**src/rtl/cpu_types_pkg.sv**
```systemverilog
// rtl/cpu_types_pkg.sv - shared CPU types: data word, multiply/divide opcodes and FSM states
package cpu_types_pkg;
  localparam int WORD_W       = 32;
  localparam int MULDIV_ITERS = 32;

  typedef logic [WORD_W-1:0] word_t;

  typedef enum logic [1:0] {
    MULT  = 2'd0,
    MULTU = 2'd1,
    DIV   = 2'd2,
    DIVU  = 2'd3
  } muldiv_op_t;

  typedef enum logic [1:0] {
    IDLE = 2'd0,
    CALC = 2'd1,
    FIX  = 2'd2,
    DONE = 2'd3
  } muldiv_state_t;
endpackage

```
**src/rtl/muldiv_unit.sv**
```systemverilog
// rtl/muldiv_unit.sv - iterative 32-bit MULT/MULTU/DIV/DIVU unit holding results in HI/LO
// Divide datapath is built only when MULDIV_DIVIDE_EN is defined.
module muldiv_unit
  import cpu_types_pkg::*;
(
  input  logic       CLK,
  input  logic       nRST,
  input  logic       start,
  input  muldiv_op_t md_op,
  input  word_t      port_a,
  input  word_t      port_b,
  output logic       busy,
  output logic       done,
  output word_t      hi,
  output word_t      lo,
  output logic       div_zero,
  output logic       unsupported
);

  function automatic logic [63:0] cond_neg64(input logic [63:0] v, input logic en);
    return en ? (~v + 64'd1) : v;
  endfunction

  muldiv_state_t state_q, state_d;
  logic [4:0]    cnt_q, cnt_d;
  logic [63:0]   acc_q, acc_d;
  word_t         mcand_q, mcand_d;
  logic          neg_res_q, neg_res_d;
  word_t         hi_q, hi_d, lo_q, lo_d;
  logic          done_q, done_d;
  logic          div_zero_q, div_zero_d;
  logic          is_div_op, is_signed_op;
  word_t         a_mag, b_mag;
  logic [32:0]   sum;
`ifdef MULDIV_DIVIDE_EN
  logic          is_div_q, is_div_d;
  logic          neg_rem_q, neg_rem_d;
  word_t         rem_q, rem_d;
  logic [32:0]   shifted, diff;
`else
  logic          unsupported_q, unsupported_d;
`endif

  always_comb begin
    state_d      = state_q;
    cnt_d        = cnt_q;
    acc_d        = acc_q;
    mcand_d      = mcand_q;
    neg_res_d    = neg_res_q;
    hi_d         = hi_q;
    lo_d         = lo_q;
    div_zero_d   = 1'b0;
    is_div_op    = (md_op == DIV) || (md_op == DIVU);
    is_signed_op = (md_op == MULT) || (md_op == DIV);
    a_mag        = (is_signed_op && port_a[31]) ? (~port_a + 32'd1) : port_a;
    b_mag        = (is_signed_op && port_b[31]) ? (~port_b + 32'd1) : port_b;
    sum          = {1'b0, acc_q[63:32]} + {1'b0, (acc_q[0] ? mcand_q : 32'd0)};
`ifdef MULDIV_DIVIDE_EN
    is_div_d     = is_div_q;
    neg_rem_d    = neg_rem_q;
    rem_d        = rem_q;
    shifted      = {rem_q, acc_q[31]};
    diff         = shifted - {1'b0, mcand_q};
`else
    unsupported_d = 1'b0;
`endif

    case (state_q)
      IDLE, DONE: begin
        if (start) begin
          neg_res_d = is_signed_op & (port_a[31] ^ port_b[31]);
          cnt_d     = 5'(MULDIV_ITERS - 1);
`ifdef MULDIV_DIVIDE_EN
          is_div_d  = is_div_op;
          neg_rem_d = is_signed_op & port_a[31];
`endif
          if (!is_div_op) begin
            mcand_d = a_mag;
            acc_d   = {32'd0, b_mag};
            state_d = CALC;
          end else begin
`ifdef MULDIV_DIVIDE_EN
            if (port_b == 32'd0) begin
              // raw dividend to HI, all-ones quotient, no iterations
              state_d    = DONE;
              div_zero_d = 1'b1;
              hi_d       = port_a;
              lo_d       = 32'hFFFF_FFFF;
            end else begin
              mcand_d = b_mag;
              acc_d   = {32'd0, a_mag};
              rem_d   = 32'd0;
              state_d = CALC;
            end
`else
            state_d       = DONE;
            unsupported_d = 1'b1;
`endif
          end
        end else if (state_q == DONE) begin
          state_d = IDLE;
        end
      end
      CALC: begin
        cnt_d = cnt_q - 5'd1;
        if (cnt_q == 5'd0) state_d = FIX;
`ifdef MULDIV_DIVIDE_EN
        // dividend shifts out of acc[31:0] while quotient bits shift in
        if (is_div_q) begin
          if (!diff[32]) begin
            rem_d        = diff[31:0];
            acc_d[31:0]  = {acc_q[30:0], 1'b1};
          end else begin
            rem_d        = shifted[31:0];
            acc_d[31:0]  = {acc_q[30:0], 1'b0};
          end
        end else
`endif
        acc_d = {sum, acc_q[31:1]};
      end
      FIX: begin
        state_d = DONE;
`ifdef MULDIV_DIVIDE_EN
        if (is_div_q) begin
          lo_d = neg_res_q ? (~acc_q[31:0] + 32'd1) : acc_q[31:0];
          hi_d = neg_rem_q ? (~rem_q + 32'd1) : rem_q;
        end else
`endif
        {hi_d, lo_d} = cond_neg64(acc_q, neg_res_q);
      end
      default: state_d = IDLE;
    endcase

    done_d = (state_d == DONE);
  end

  always_ff @(posedge CLK) begin
    if (!nRST) begin
      state_q       <= IDLE;
      cnt_q         <= 5'd0;
      acc_q         <= 64'd0;
      mcand_q       <= 32'd0;
      neg_res_q     <= 1'b0;
      hi_q          <= 32'd0;
      lo_q          <= 32'd0;
      done_q        <= 1'b0;
      div_zero_q    <= 1'b0;
`ifdef MULDIV_DIVIDE_EN
      is_div_q      <= 1'b0;
      neg_rem_q     <= 1'b0;
      rem_q         <= 32'd0;
`else
      unsupported_q <= 1'b0;
`endif
    end else begin
      state_q       <= state_d;
      cnt_q         <= cnt_d;
      acc_q         <= acc_d;
      mcand_q       <= mcand_d;
      neg_res_q     <= neg_res_d;
      hi_q          <= hi_d;
      lo_q          <= lo_d;
      done_q        <= done_d;
      div_zero_q    <= div_zero_d;
`ifdef MULDIV_DIVIDE_EN
      is_div_q      <= is_div_d;
      neg_rem_q     <= neg_rem_d;
      rem_q         <= rem_d;
`else
      unsupported_q <= unsupported_d;
`endif
    end
  end

  assign busy     = (state_q == CALC) || (state_q == FIX);
  assign done     = done_q;
  assign hi       = hi_q;
  assign lo       = lo_q;
  assign div_zero = div_zero_q;
`ifdef MULDIV_DIVIDE_EN
  assign unsupported = 1'b0;
`else
  assign unsupported = unsupported_q;
`endif

endmodule
```
**config.mk**
```make
export PLATFORM = sky130hd
export DESIGN_NAME = muldiv_unit
export DESIGN_NICKNAME = d
export VERILOG_FILES = /design/src/rtl/cpu_types_pkg.sv /design/src/rtl/muldiv_unit.sv
export SDC_FILE = /design/constraint.sdc
export NUM_CORES = 1
export LEC_CHECK = 0
export CAP_MARGIN = 25
export CORE_ASPECT_RATIO = 1.4
export CORE_MARGIN = 1
export CORE_UTILIZATION = 55
export CTS_BUF_LIST = sky130_fd_sc_hd__clkbuf_8
export DETAILED_ROUTE_END_ITERATION = 12
export GPL_TIMING_DRIVEN = 1
export HOLD_SLACK_MARGIN = 0.05
export PLACE_DENSITY = 0.87
export SYNTH_ARGS = -nofsm -noshare
export SYNTH_HDL_FRONTEND = slang
export SYNTH_SLANG_ARGS = --single-unit
```
**constraint.sdc**
```tcl
create_clock -name CLK -period 4.5 [get_ports CLK]
set_input_delay 1.35 -clock CLK [delete_from_list [all_inputs] [get_ports CLK]]
set_output_delay 1.35 -clock CLK [all_outputs]
set_load 0.02 [all_outputs]
```
## Word level (Yosys, flattened, before mapping)

Cells that the tools add are included.

- Input port bits: 69
- Bits in read-only memories: 0
- Bits in latches: 0
- Memories kept: 0
- Register bits after elaboration: 170
- Memory bits (writable): 0

- Equal/unequal tests: 8
- $lt $le $gt $ge: 0
- Shift-type cells: 0
- Multiplexer cells: 15
- $add $sub $neg: 5
- Bitwise gates (word level): 6
- Divide/modulo/power cells: 0
- Reduce and logical (&&, ||, !) cells: 15
- $mul: 0

Operators by type and width:

| cell | count |
|---|---|
| 64-bit 2-to-1 mux | 3 |
| 64-bit one-hot mux with 2 select lines | 1 |
| 32-bit 2-to-1 mux | 3 |
| 32-bit by 1-bit adder with 32-bit output, second input constant | 2 |
| 64-bit by 1-bit adder with 64-bit output, second input constant | 1 |
| 32-bit NOT | 2 |
| 64-bit NOT | 1 |
| 32-bit by 32-bit adder with 33-bit output | 1 |
| 2-bit equality test, second input constant | 5 |
| 5-bit one-hot mux with 2 select lines | 1 |
| 3-bit AND reduction | 3 |
| 2-bit 2-to-1 mux | 4 |
| 2-bit one-hot mux with 3 select lines | 1 |
| 5-bit logical NOT | 1 |
| 5-bit 2-to-1 mux | 1 |
| 5-bit by 1-bit subtractor with 5-bit output, second input constant | 1 |
| 2-bit logical NOT | 2 |
| 2-bit inequality test, second input constant | 2 |
| 2-bit AND reduction | 2 |
| 1-bit logical OR | 3 |
| 2-bit by 1-bit equality test with 1-bit output, second input constant | 1 |
| 1-bit logical AND | 2 |
| 2-bit nonzero test | 1 |
| 2-bit OR reduction | 1 |
| other kinds (4) | 4 |

## Depth between registers and ports, before layout

Gate-level depths: netlist of run 1.

- Depth after elaboration: 7
- Mapped depth: 13

## Least setup slack after synthesis of run 1

OpenSTA, ideal clock, no wires.

- Path kind: input -> register
- From: in port_b[15]
- To: reg acc_q[26]
- Library setup time: 0.128 ns
- Stages on the path: 7
- Required time: 4.372 ns
- Setup slack: 1.198 ns
- Data arrival time: 3.175 ns
- Path buffers: 0
- Path through: or4_1 -> nor4_2 -> nand4_1 -> o21ai_0 -> xnor2_1 -> a221oi_1 -> nor2_1

- Cells in the longest elaborated chain, start to end: 6

RTL lines:

| item | line | RTL |
|---|---|---|
| from (decl) | muldiv_unit.sv:11 | `input word_t port_b,` |
| 32-bit NOT | muldiv_unit.sv:56 | `b_mag = (is_signed_op && port_b[31]) ? (~port_b + 32'd1) : port_b;` |
| 32-bit by 1-bit adder with 32-bit output | muldiv_unit.sv:56 |  |
| 32-bit 2-to-1 mux | muldiv_unit.sv:56 |  |
| 64-bit 2-to-1 mux | muldiv_unit.sv:77 | `if (!is_div_op) begin` |
| 64-bit 2-to-1 mux | muldiv_unit.sv:70 | `if (start) begin` |
| 64-bit one-hot mux with 2 select lines | muldiv_unit.sv:68 | `case (state_q)` |
| to (signal assigned) | muldiv_unit.sv:141 | `acc_q <= 64'd0;` |
| to (signal assigned) | muldiv_unit.sv:158 | `acc_q <= acc_d;` |
| to (decl) | muldiv_unit.sv:26 | `logic [63:0] acc_q, acc_d;` |

No other way between the ends. The select of a mux whose other input is x is not followed.
A chain may end at the register's enable or synchronous reset.

## Worst setup path after layout of run 1

- From: in port_b[3]
- To: reg acc_q[29]

Same word-level chain as after synthesis.

==> results.py, run 1 <==
metrics = {
    "global_routing": {
        "first_global_vias": 9650,
        "grt_util_all_layers_pct": 29.45,
        "grt_max_degree": 79,
        "antenna_found_initial": 0,
        "grt_overflow": 0,
        "grt_pass1_wl_microns": 47550,
    },
    "clock_network": {
        "cts_root_buf": "clkbuf_8",
        "clockBufferDepth": 2,
        "ctsResizeCount": 0,
        "clock-sinks": 170,
        "htree_num_levels": 4,
        "insertion_delay_ps": 500,
        "postCtsSetupRepairBufs": 0,
        "numCtsBuffers": 17,
        "path_clk_slew_ps": 110,
        "ctsHoldBuffers": 0,
        "tritoncts": "yes",
    },
    "sta": {
        "finalSetupTns_ps": 0,
        "period_share_pct": 74.40,
        "max_slew_margin_pct": 31.93,
        "drv_slew": 0,
        "holdWs_ps": 454.2,
        "fin_ws_ps": 1152,
        "fin_worst_skew_ps": 19.02,
        "fmax_ghz": 0.2987,
        "worst_pin_slew_ps": 1012,
        "hold_viol": 0,
        "fin_crit_ps": 3348,
        "rsz0062_at_grt": "false",
        "setup-violations-final": 0,
    },
    "worst_setup_path": {
        "crit_arrival_ps": 3740,
        "end_kind": "flip-flop",
        "worstPathRequired_ps": 4890,
        "crit_type": "in2reg",
        "worst-path-max-fanout": 6,
        "critPathLaunchType": "input port",
    },
    "route": {
        "wire_per_inst_microns": 16.96,
        "drtIter0Drc": 916,
        "drt_pre_antenna_iters": 5,
        "vias": 10617,
        "via_per_inst": 6.105,
        "drt_wl_total_microns": 29500,
        "route.detailed.drc": 0,
        "final_antenna_net_count": 0,
    },
    "power_and_ir_drop": {
        "power_per_cell_area_nw_per_um2": 438.7,
        "p_clk_share_pct": 19.9,
        "p_leak_nw": 4.644,
        "ir_worst_vdd_uv": 592.6,
        "power_frac_comb_pct": 42.8,
        "p_sw_mw": 2.368,
        "power.share.sequential_pct": 37.3,
        "swShare_pct": 42.58,
        "total_power_mw": 5.561,
        "intPower_mw": 3.193,
    },
    "place": {
        "dpl-instance-area_sq_um": 12260,
        "dp_slack_ps": 656.5,
        "io_buffers": 135,
        "dp.cells": 1706,
        "dp_hpwl_microns": 22680,
        "place.gp.congestion": 0.9142,
    },
    "floorplan": {
        "initial_core_util_pct": 55.96,
        "fp.coreArea_sq_um": 19220,
        "rows": 60,
        "ios": 137,
        "die_w_microns": 120.2,
        "fp.dieH_microns": 167.5,
        "dieArea_sq_um": 20130,
    },
    "synthesis": {
        "synth.most_common_cell": "dfxtp_1",
        "synth-xor-area-share_pct": 10.99,
        "ys.flop_type": "dfxtp_1",
        "synth_area_sq_um": 10760,
        "synth_fp_nets": 1495,
        "ys_seq_elements": 170,
        "synth_top_area_cell": "dfxtp_1",
        "yosysWarnings": 0,
        "yosys-mux-area-fraction_pct": 1.489,
        "yosysUniqueCellTypes": 74,
        "syn-mean-instance-area_sq_um": 7.754,
        "seq_area_frac_synth_pct": 31.64,
        "yosys-top-cells-count": "dfxtp_1, nor2_1, nand2_1",
        "synth-compound-area-share_pct": 23.96,
        "synthAdderAreaFrac_pct": 4.607,
        "yosys.area_share.simple_pct": 23.15,
        "synth_top_area_share_pct": 31.64,
        "synth_top_family_by_area": "compound AO/OA/AOI/OAI gates",
        "yosys-top-cells-area": "dfxtp_1, xor2_1, o21ai_0, nor2_1, nand2_1",
        "async_reset_ff_share_pct": 0,
        "synth_edf_count": 0,
        "netlist_instances": 1387,
    },
    "layout": {
        "area_growth_pct": 17.87,
        "stdcell_count": 1739,
        "finalInstanceArea_sq_um": 12680,
        "utilization_pct": 65.96,
        "fin_nets": 1586,
        "diodes": 0,
        "drive_gt1_share_pct": 4.963,
    },
    "status": {
        "status": "complete, no violations",
    },
    "job": {
        "cap_violations": 0,
    },
    "worst_hold_path": {
        "hold_class": "reg2reg",
    },
}
==> power groups by stage <==
stage	clock, mW	combinational [mW]	sequential, mW
3_5_place_dp	0	2.33	2.12
4_1_cts	1.11	2.34	2.08
2_1_floorplan	0	1.52	2.16
6_report	1.11	2.38	2.07
5_1_grt	1.18	2.62	2.11
3_3_place_gp	0	2.27	2.10
==> layer usage <==
| layer | GRT usage, % | vias up | share of wire (%) |
|---|---|---|---|
| met3 | 4.871 | 89 | 5.9 |
| met4 | 14.95 | 0 | 3.8 |
| met5 | 0 | - | 0 |
| met2 | 48.25 | 415 | 48 |
| met1 | 37.00 | 4930 | 42 |
| li1 | - | 5183 | - |
==> cell usage in the layout, fill, tap and decap left out, types with 51 or more instances in the layout <==
master,count
clkdlybuf4s50_1,135
a21oi_1,93
nand2_1,134
xor2_1,82
dfxtp_1,169
a211oi_1,51
o21ai_0,128
xnor2_1,53
nor2_1,135
==> flip-flops by register name, indices dropped and copies added (netlist names) <==
| register | flops |
|---|---|
| done | 1 |
| cnt_q | 5 |
| state_q | 2 |
| lo | 32 |
| hi | 32 |
| unsupported | 1 |
| neg_res_q | 1 |
| acc_q | 64 |
| mcand_q | 32 |
==> layout make-up <==
type | count | area (sq um)
clock buffers | 18 | 247.7
repair buffers | 157 | 1529
inverters | 29 | 108.9
flip-flops and latches | 170 | 3405
well taps | 248 | 310.3
multi-input cells | 1103 | 6924
clock inverters | 14 | 152.6
fillers | 1673 | 6541
==> cell families after synthesis <==
logic type	after synthesis
xor+xnor	135
simple gates	503
flops	170
fa+ha+maj	39
compound gates	409
other cells	1
buf+inv	114
mux	16
==> worst paths after layout <==
kind,slack [ps],to,cells past startpoint,startpoint
setup / recovery,1150,acc_q[29]$_SDFFE_PN0P_,8,port_b[3]
hold / removal,450,mcand_q[28]$_SDFFE_PN0P_,2,mcand_q[28]$_SDFFE_PN0P_
setup reg to reg,1160,acc_q[60]$_SDFFE_PN0P_,10,acc_q[0]$_SDFFE_PN0P_
hold reg to reg,450,mcand_q[28]$_SDFFE_PN0P_,2,mcand_q[28]$_SDFFE_PN0P_
==> critical path, cell delays in order <==
cell             delay (ps)
clkdlybuf4s50_1         480
nor4_1                  650
and2_0                  370
nand4_1                 250
mux2i_1                 290
o221ai_1                170
o21ai_0                 120
nor2_1                   60
Note: power is estimated with default switching activity, not from simulation.
==> inputs of run 2 (changes only) <==
--- a/config.mk
+++ b/config.mk
@@ -8,7 +8,7 @@
 export CAP_MARGIN = 25
 export CORE_ASPECT_RATIO = 1.4
 export CORE_MARGIN = 1
-export CORE_UTILIZATION = 55
+export CORE_UTILIZATION = 52
 export CTS_BUF_LIST = sky130_fd_sc_hd__clkbuf_8
 export DETAILED_ROUTE_END_ITERATION = 12
 export GPL_TIMING_DRIVEN = 1
==> constraint.sdc (replaced) <==
create_clock -name CLK -period 3 [get_ports CLK]
set_input_delay 0.9 -clock CLK [delete_from_list [all_inputs] [get_ports CLK]]
set_output_delay 0.9 -clock CLK [all_outputs]
set_load 0.02 [all_outputs]
==> results.py, run 2 (synthesized netlist as in run 1, its figures left out) <==
metrics = {
    "worst_hold_path": {
        "hp-start": "mcand_q[28]$_SDFFE_PN0P_",
        "hold_class": "reg2reg",
        "min_to": "mcand_q[28]$_SDFFE_PN0P_",
        "hold_path_depth": 2,
    },
    "clock_network": {
        "clockBufferDepth": 2,
        "tritoncts": "yes",
        "path_clk_slew_ps": 110,
        "numCtsBuffers": 17,
        "htree_num_levels": 4,
        "clock-sinks": 170,
        "insertion_delay_ps": 500,
        "cts_root_buf": "clkbuf_8",
    },
    "layout": {
        "stdcell_count": 1825,
        "largest_reg_flops": 64,
        "final_cell_mix": "dfxtp_1, nor2_1, clkdlybuf4s50_1",
        "drive_gt1_share_pct": 10.24,
        "regMostFlops": "acc_q",
        "area_growth_pct": 24.13,
        "diodes": 0,
        "layout_commonest_cell": "dfxtp_1",
        "fin_nets": 1668,
    },
    "power_and_ir_drop": {
        "ir_worst_vdd_uv": 608.4,
        "p_leak_nw": 5.063,
        "power_per_cell_area_nw_per_um2": 644.5,
        "total_power_mw": 8.604,
    },
    "floorplan": {
        "fp.dieH_microns": 172.2,
        "rows": 61,
        "dieArea_sq_um": 21270,
        "fp.coreArea_sq_um": 20070,
        "ios": 137,
        "die_w_microns": 123.5,
        "initial_core_util_pct": 53.58,
    },
    "worst_setup_path": {
        "max_stage_delay_ps": 590,
        "rrSetupSlack_ps": 100,
        "crit_slowest_cell": "nor4_1",
        "critPathLaunchType": "flip-flop",
        "crit_family": "simple AND/OR/NAND/NOR gates",
        "r2r_start": "acc_q[3]$_SDFFE_PN0P_",
        "reg2reg_depth": 7,
        "worstPathRequired_ps": 3390,
        "end_kind": "flip-flop",
        "cp_num_buf_inv": 0,
        "crit_arrival_ps": 3290,
        "crit_type": "reg2reg",
        "worst-path-max-fanout": 7,
        "crit_chain": "nor4_1 -> and4b_1 -> nand3_4 -> or4_4 -> o41a_1 -> xnor2_1 -> o21ai_1",
        "rr_endpoint": "hi[18]$_SDFFE_PN0P_",
    },
    "sta": {
        "fin_crit_ps": 2900,
        "fmax_ghz": 0.3448,
        "worst_pin_slew_ps": 988.2,
        "setup-violations-final": 0,
        "period_share_pct": 96.66,
        "hold_viol": 0,
        "max_slew_margin_pct": 33.88,
        "holdWs_ps": 455.9,
        "fin_worst_skew_ps": 17.68,
        "drv_slew": 0,
        "rsz0062_at_grt": "false",
    },
    "global_routing": {
        "antenna_found_initial": 0,
        "grt_pass1_wl_microns": 49490,
        "grt_overflow": 0,
        "first_global_vias": 10077,
        "grt_max_degree": 62,
        "grt_util_all_layers_pct": 29.56,
    },
    "place": {
        "dp_hpwl_microns": 24090,
        "dp.cells": 1792,
        "place.gp.congestion": 0.9357,
        "io_buffers": 135,
    },
    "route": {
        "drtIter0Drc": 871,
        "drt_pre_antenna_iters": 5,
        "drt_wl_total_microns": 31050,
        "vias": 10950,
        "via_per_inst": 6.000,
        "wire_per_inst_microns": 17.01,
        "route.detailed.drc": 0,
        "final_antenna_net_count": 0,
    },
    "job": {
        "cap_violations": 0,
    },
    "status": {
        "status": "complete, no violations",
    },
}
==> run 2: cell type report <==
type                    count  area [sq um]
repair buffers            239          2170
clock buffers              17         234.0
flip-flops and latches    170          3405
well taps                 252         315.3
fillers                  1654          6723
clock inverters            15         171.4
multi-input cells        1103          6947
inverters                  29         108.9
==> run 2: metrics by stage <==
stage	TNS [ps]	setup slack, ps	cell area (sq um)	util [%]
5_1_grt	0	0.5378	13350	66.51
4_1_cts	0	2.442	13320	66.36
3_3_place_gp	-862.4	-182.4	12910	64.34
6_report	0	100.1	13350	66.51
2_1_floorplan	0	51.84	10760	-
3_5_place_dp	-1348	-277.3	12910	64.34
==> run 2: what timing repair did <==
item / in CTS / in global routing
hold buffers: 0 / 0
setup buffers: 0 / 1
endpoints found under the hold margin: 0 / 0
resized for setup: 0 / 5
endpoints found under the setup margin: 0 / 6
==> run 2: report_power, final <==
| part | internal [mW] | total, mW | switching [mW] |
|---|---|---|---|
| logic | 1.55 | 3.88 | 2.33 |
| registers | 2.70 | 3.07 | 0.373 |
| clock network | 0.636 | 1.66 | 1.02 |
==> run 2: worst register-to-register path, delay by kind of cell (launching register included) <==
kind                      cells  cell delay (ps)
xor gates and xnor gates      1              230
and+or+nand+nor               4             1690
AOI/OAI and AO/OA             2              500
DFF                           1              370
==> run 2: worst max path at each step <==
| stage | startpoint | endpoint | cells past startpoint | slack (ps) |
|---|---|---|---|---|
| final | acc_q[3]$_SDFFE_PN0P_ | hi[18]$_SDFFE_PN0P_ | 7 | 100 |
| after global routing | acc_q[0]$_SDFFE_PN0P_ | acc_q[57]$_SDFFE_PN0P_ | 10 | 0.5 |
| after CTS | acc_q[0]$_SDFFE_PN0P_ | acc_q[63]$_SDFFE_PN0P_ | 10 | 2 |
| after floorplan | acc_q[0]$_SDFFE_PN0P_ | acc_q[61]$_SDFFE_PN0P_ | 13 | 50 |
| after global placement | port_b[13] | acc_q[28]$_SDFFE_PN0P_ | 8 | -180 |
| after detailed placement | port_b[13] | acc_q[28]$_SDFFE_PN0P_ | 8 | -280 |
==> run 2: layer usage <==
metal,vias up,global-route usage [%],wire [microns]
li1,5368,-,-
met1,5081,37.12,13150
met2,429,49.57,14850
met3,72,4.420,1974
met4,0,13.25,1070
met5,-,0,0
==> edit (config.mk and constraints of run 2) <==
Reset style: asynchronous (`nRST`), changed in one clocked block.
--- a/src/rtl/muldiv_unit.sv
+++ b/src/rtl/muldiv_unit.sv
@@ -134,7 +134,7 @@
     done_d = (state_d == DONE);
   end
 
-  always_ff @(posedge CLK) begin
+  always_ff @(posedge CLK or negedge nRST) begin
     if (!nRST) begin
       state_q       <= IDLE;
       cnt_q         <= 5'd0;
Behaviour: differs if nRST is asserted again (counterexample within 4 cycles, from zero or initial values and one cycle with nRST low); with nRST held inactive, the same outputs for 4 cycles.
==> edit against run 2 <==
- sequential share of layout area grew 4.5 points
- sequential cell count unchanged
- die area up 4.1%
- final area is 6.3% higher
- worst setup slack worse by 0.19 ns
- area after synthesis up 4.1%
- via count about the same
- critical path depth is the same
- cell count decreased by 0.16%
- routed wire length is 4.3% higher
- critical endpoint is now acc_q[27]$_DFFE_PN0P_
- the run now ends with negative setup slack left
Power is not compared: it rests on default switching activity, and its combinational part moved more than twofold at a synthesized area within 25%.
==> edit: results (changes against run 2) <==
| Metric | Value |
|---|---|
| Run status | finished, violations left (was finished, final reports clean) |
| Failing checks | negative setup slack |
| DRT iter0 DRCs | 816 (was 871) |
| Total GRT Usage | 0.296 (about the same) |
| DR WL/cell | 17.8 µm (was 17.0 µm) |
| Placed inst area | 13700 µm² (was 12900 µm²) |
| Largest cells by area after synthesis | dfrtp_1 38%, xor2_1 8.1%, a21oi_1 6.4% (was dfxtp_1 32%, xor2_1 6.7%, o21ai_0 6.0%) |
| Post-synth cell types | 69 (was 74) |
| # setup viols final | 4 (was 0) |
| Synth Area per Inst | 8.34 µm² (was 7.75 µm²) |
| Placed wire-length estimate | 24100 µm (about the same) |
| Arrival time of the worst setup path | 3.45 ns (was 3.29 ns) |
| RePlAce Congestion | 0.952 (was 0.936) |
| Async set or reset register ratio after synthesis | 1.00 (was 0) |
| Fillcell total | 1682 (was 1654) |
| Clock slew at reported path FFs | 0.09 ns (was 0.11 ns) |
| CP max FO | 4 (was 7) |
| Min-Delay Path Class | in -> async (was reg -> reg) |
| CP max stage cell | or4_1 (was nor4_1) |
| Vias | 11000 (about the same) |
| Final worst slack | -0.0915 ns (was 0.100 ns) |
| Peak Freq | 0.323 GHz (was 0.345 GHz) |
| DRT Pass-1 Iters | 6 (was 5) |
| Worst path max stage delay | 0.54 ns (was 0.59 ns) |
| Reg2reg path depth | 12 (was 7) |
| CP endpoint | acc_q[27]$_DFFE_PN0P_ (was hi[18]$_SDFFE_PN0P_) |
| Final layout net count | 1658 (was 1668) |
| Largest net degree at the start of global routing | 70 (was 62) |
| Global-route wire length before repair | 51700 µm (was 49500 µm) |
edit: cell families (layout without fill, tap and decap cells):
| logic type | after synthesis | in the layout | synth area share |
|---|---|---|---|
| AOI/OAI and AO/OA | 434 | 434 | 0.233 |
| adders and majority gates | 39 | 39 | 0.0442 |
| xor gates and xnor gates | 138 | 138 | 0.108 |
| buffers and inverters | 106 | 325 | 0.0359 |
| and+or+nand+nor | 450 | 450 | 0.194 |
| other | 1 | 1 | 0.000335 |
| muxes | 5 | 5 | 0.00469 |
| DFF | 170 | 170 | 0.380 |
edit: through the flow:
step | hold WS (ns) | utilization
final | 0.414 | 0.672
after global routing | 0.445 | 0.672
after CTS | 0.416 | 0.668
after detailed placement | 0.463 | 0.647
after global placement | 0.453 | 0.647
after floorplan | 0.442 | -
edit: routing by layer:
layer,track usage,part of all wire
met5,0,0
met3,0.0448,0.047
met4,0.175,0.054
met1,0.332,0.39
met2,0.530,0.51
edit: timing repair:
item	CTS	global route
pin swaps	1	8
resized for setup	3	20
endpoints found under the hold margin	0	0
endpoints found under the setup margin	7	15
edit: cell type report:
class | instances | area share
Clock buffer | 19 | 0.0184
Clock inverter | 12 | 0.0122
Inverter | 31 | 0.00820
Multi-Input combinational cell | 1067 | 0.471
Sequential cell | 170 | 0.300
Tap cell | 260 | 0.0229
Timing Repair Buffer | 263 | 0.168
edit: worst min-delay path by stage:
stage,start,to,depth (start not counted)
finish,nRST,mcand_q[12]$_DFFE_PN0P_,1
global route,nRST,mcand_q[12]$_DFFE_PN0P_,1
CTS,nRST,mcand_q[7]$_DFFE_PN0P_,1
detailed placement,mcand_q[30]$_DFFE_PN0P_,mcand_q[30]$_DFFE_PN0P_,2
global placement,mcand_q[18]$_DFFE_PN0P_,mcand_q[18]$_DFFE_PN0P_,2
floorplan,mcand_q[31]$_DFFE_PN0P_,mcand_q[31]$_DFFE_PN0P_,2
edit: worst register-to-register path, cell delays in order (launching register included):
cell	delay, ns
dfrtp_1	0.43
and2_1	0.15
ha_1	0.17
inv_1	0.06
fa_1	0.40
nand2b_4	0.17
a21oi_4	0.19
o31ai_2	0.11
o21ai_2	0.20
a31oi_1	0.12
buf_4	0.17
or4_1	0.47
a31oi_1	0.19
edit: power by group through the flow:
stage | Combinational [µW] | Sequential (µW) | Clock [µW]
after global placement | 7880 | 4250 | 0
after detailed placement | 8120 | 4300 | 0
after CTS | 8170 | 4260 | 1820
after floorplan | 4530 | 4620 | 0
final | 8300 | 4280 | 1820
after global routing | 9050 | 4410 | 1920
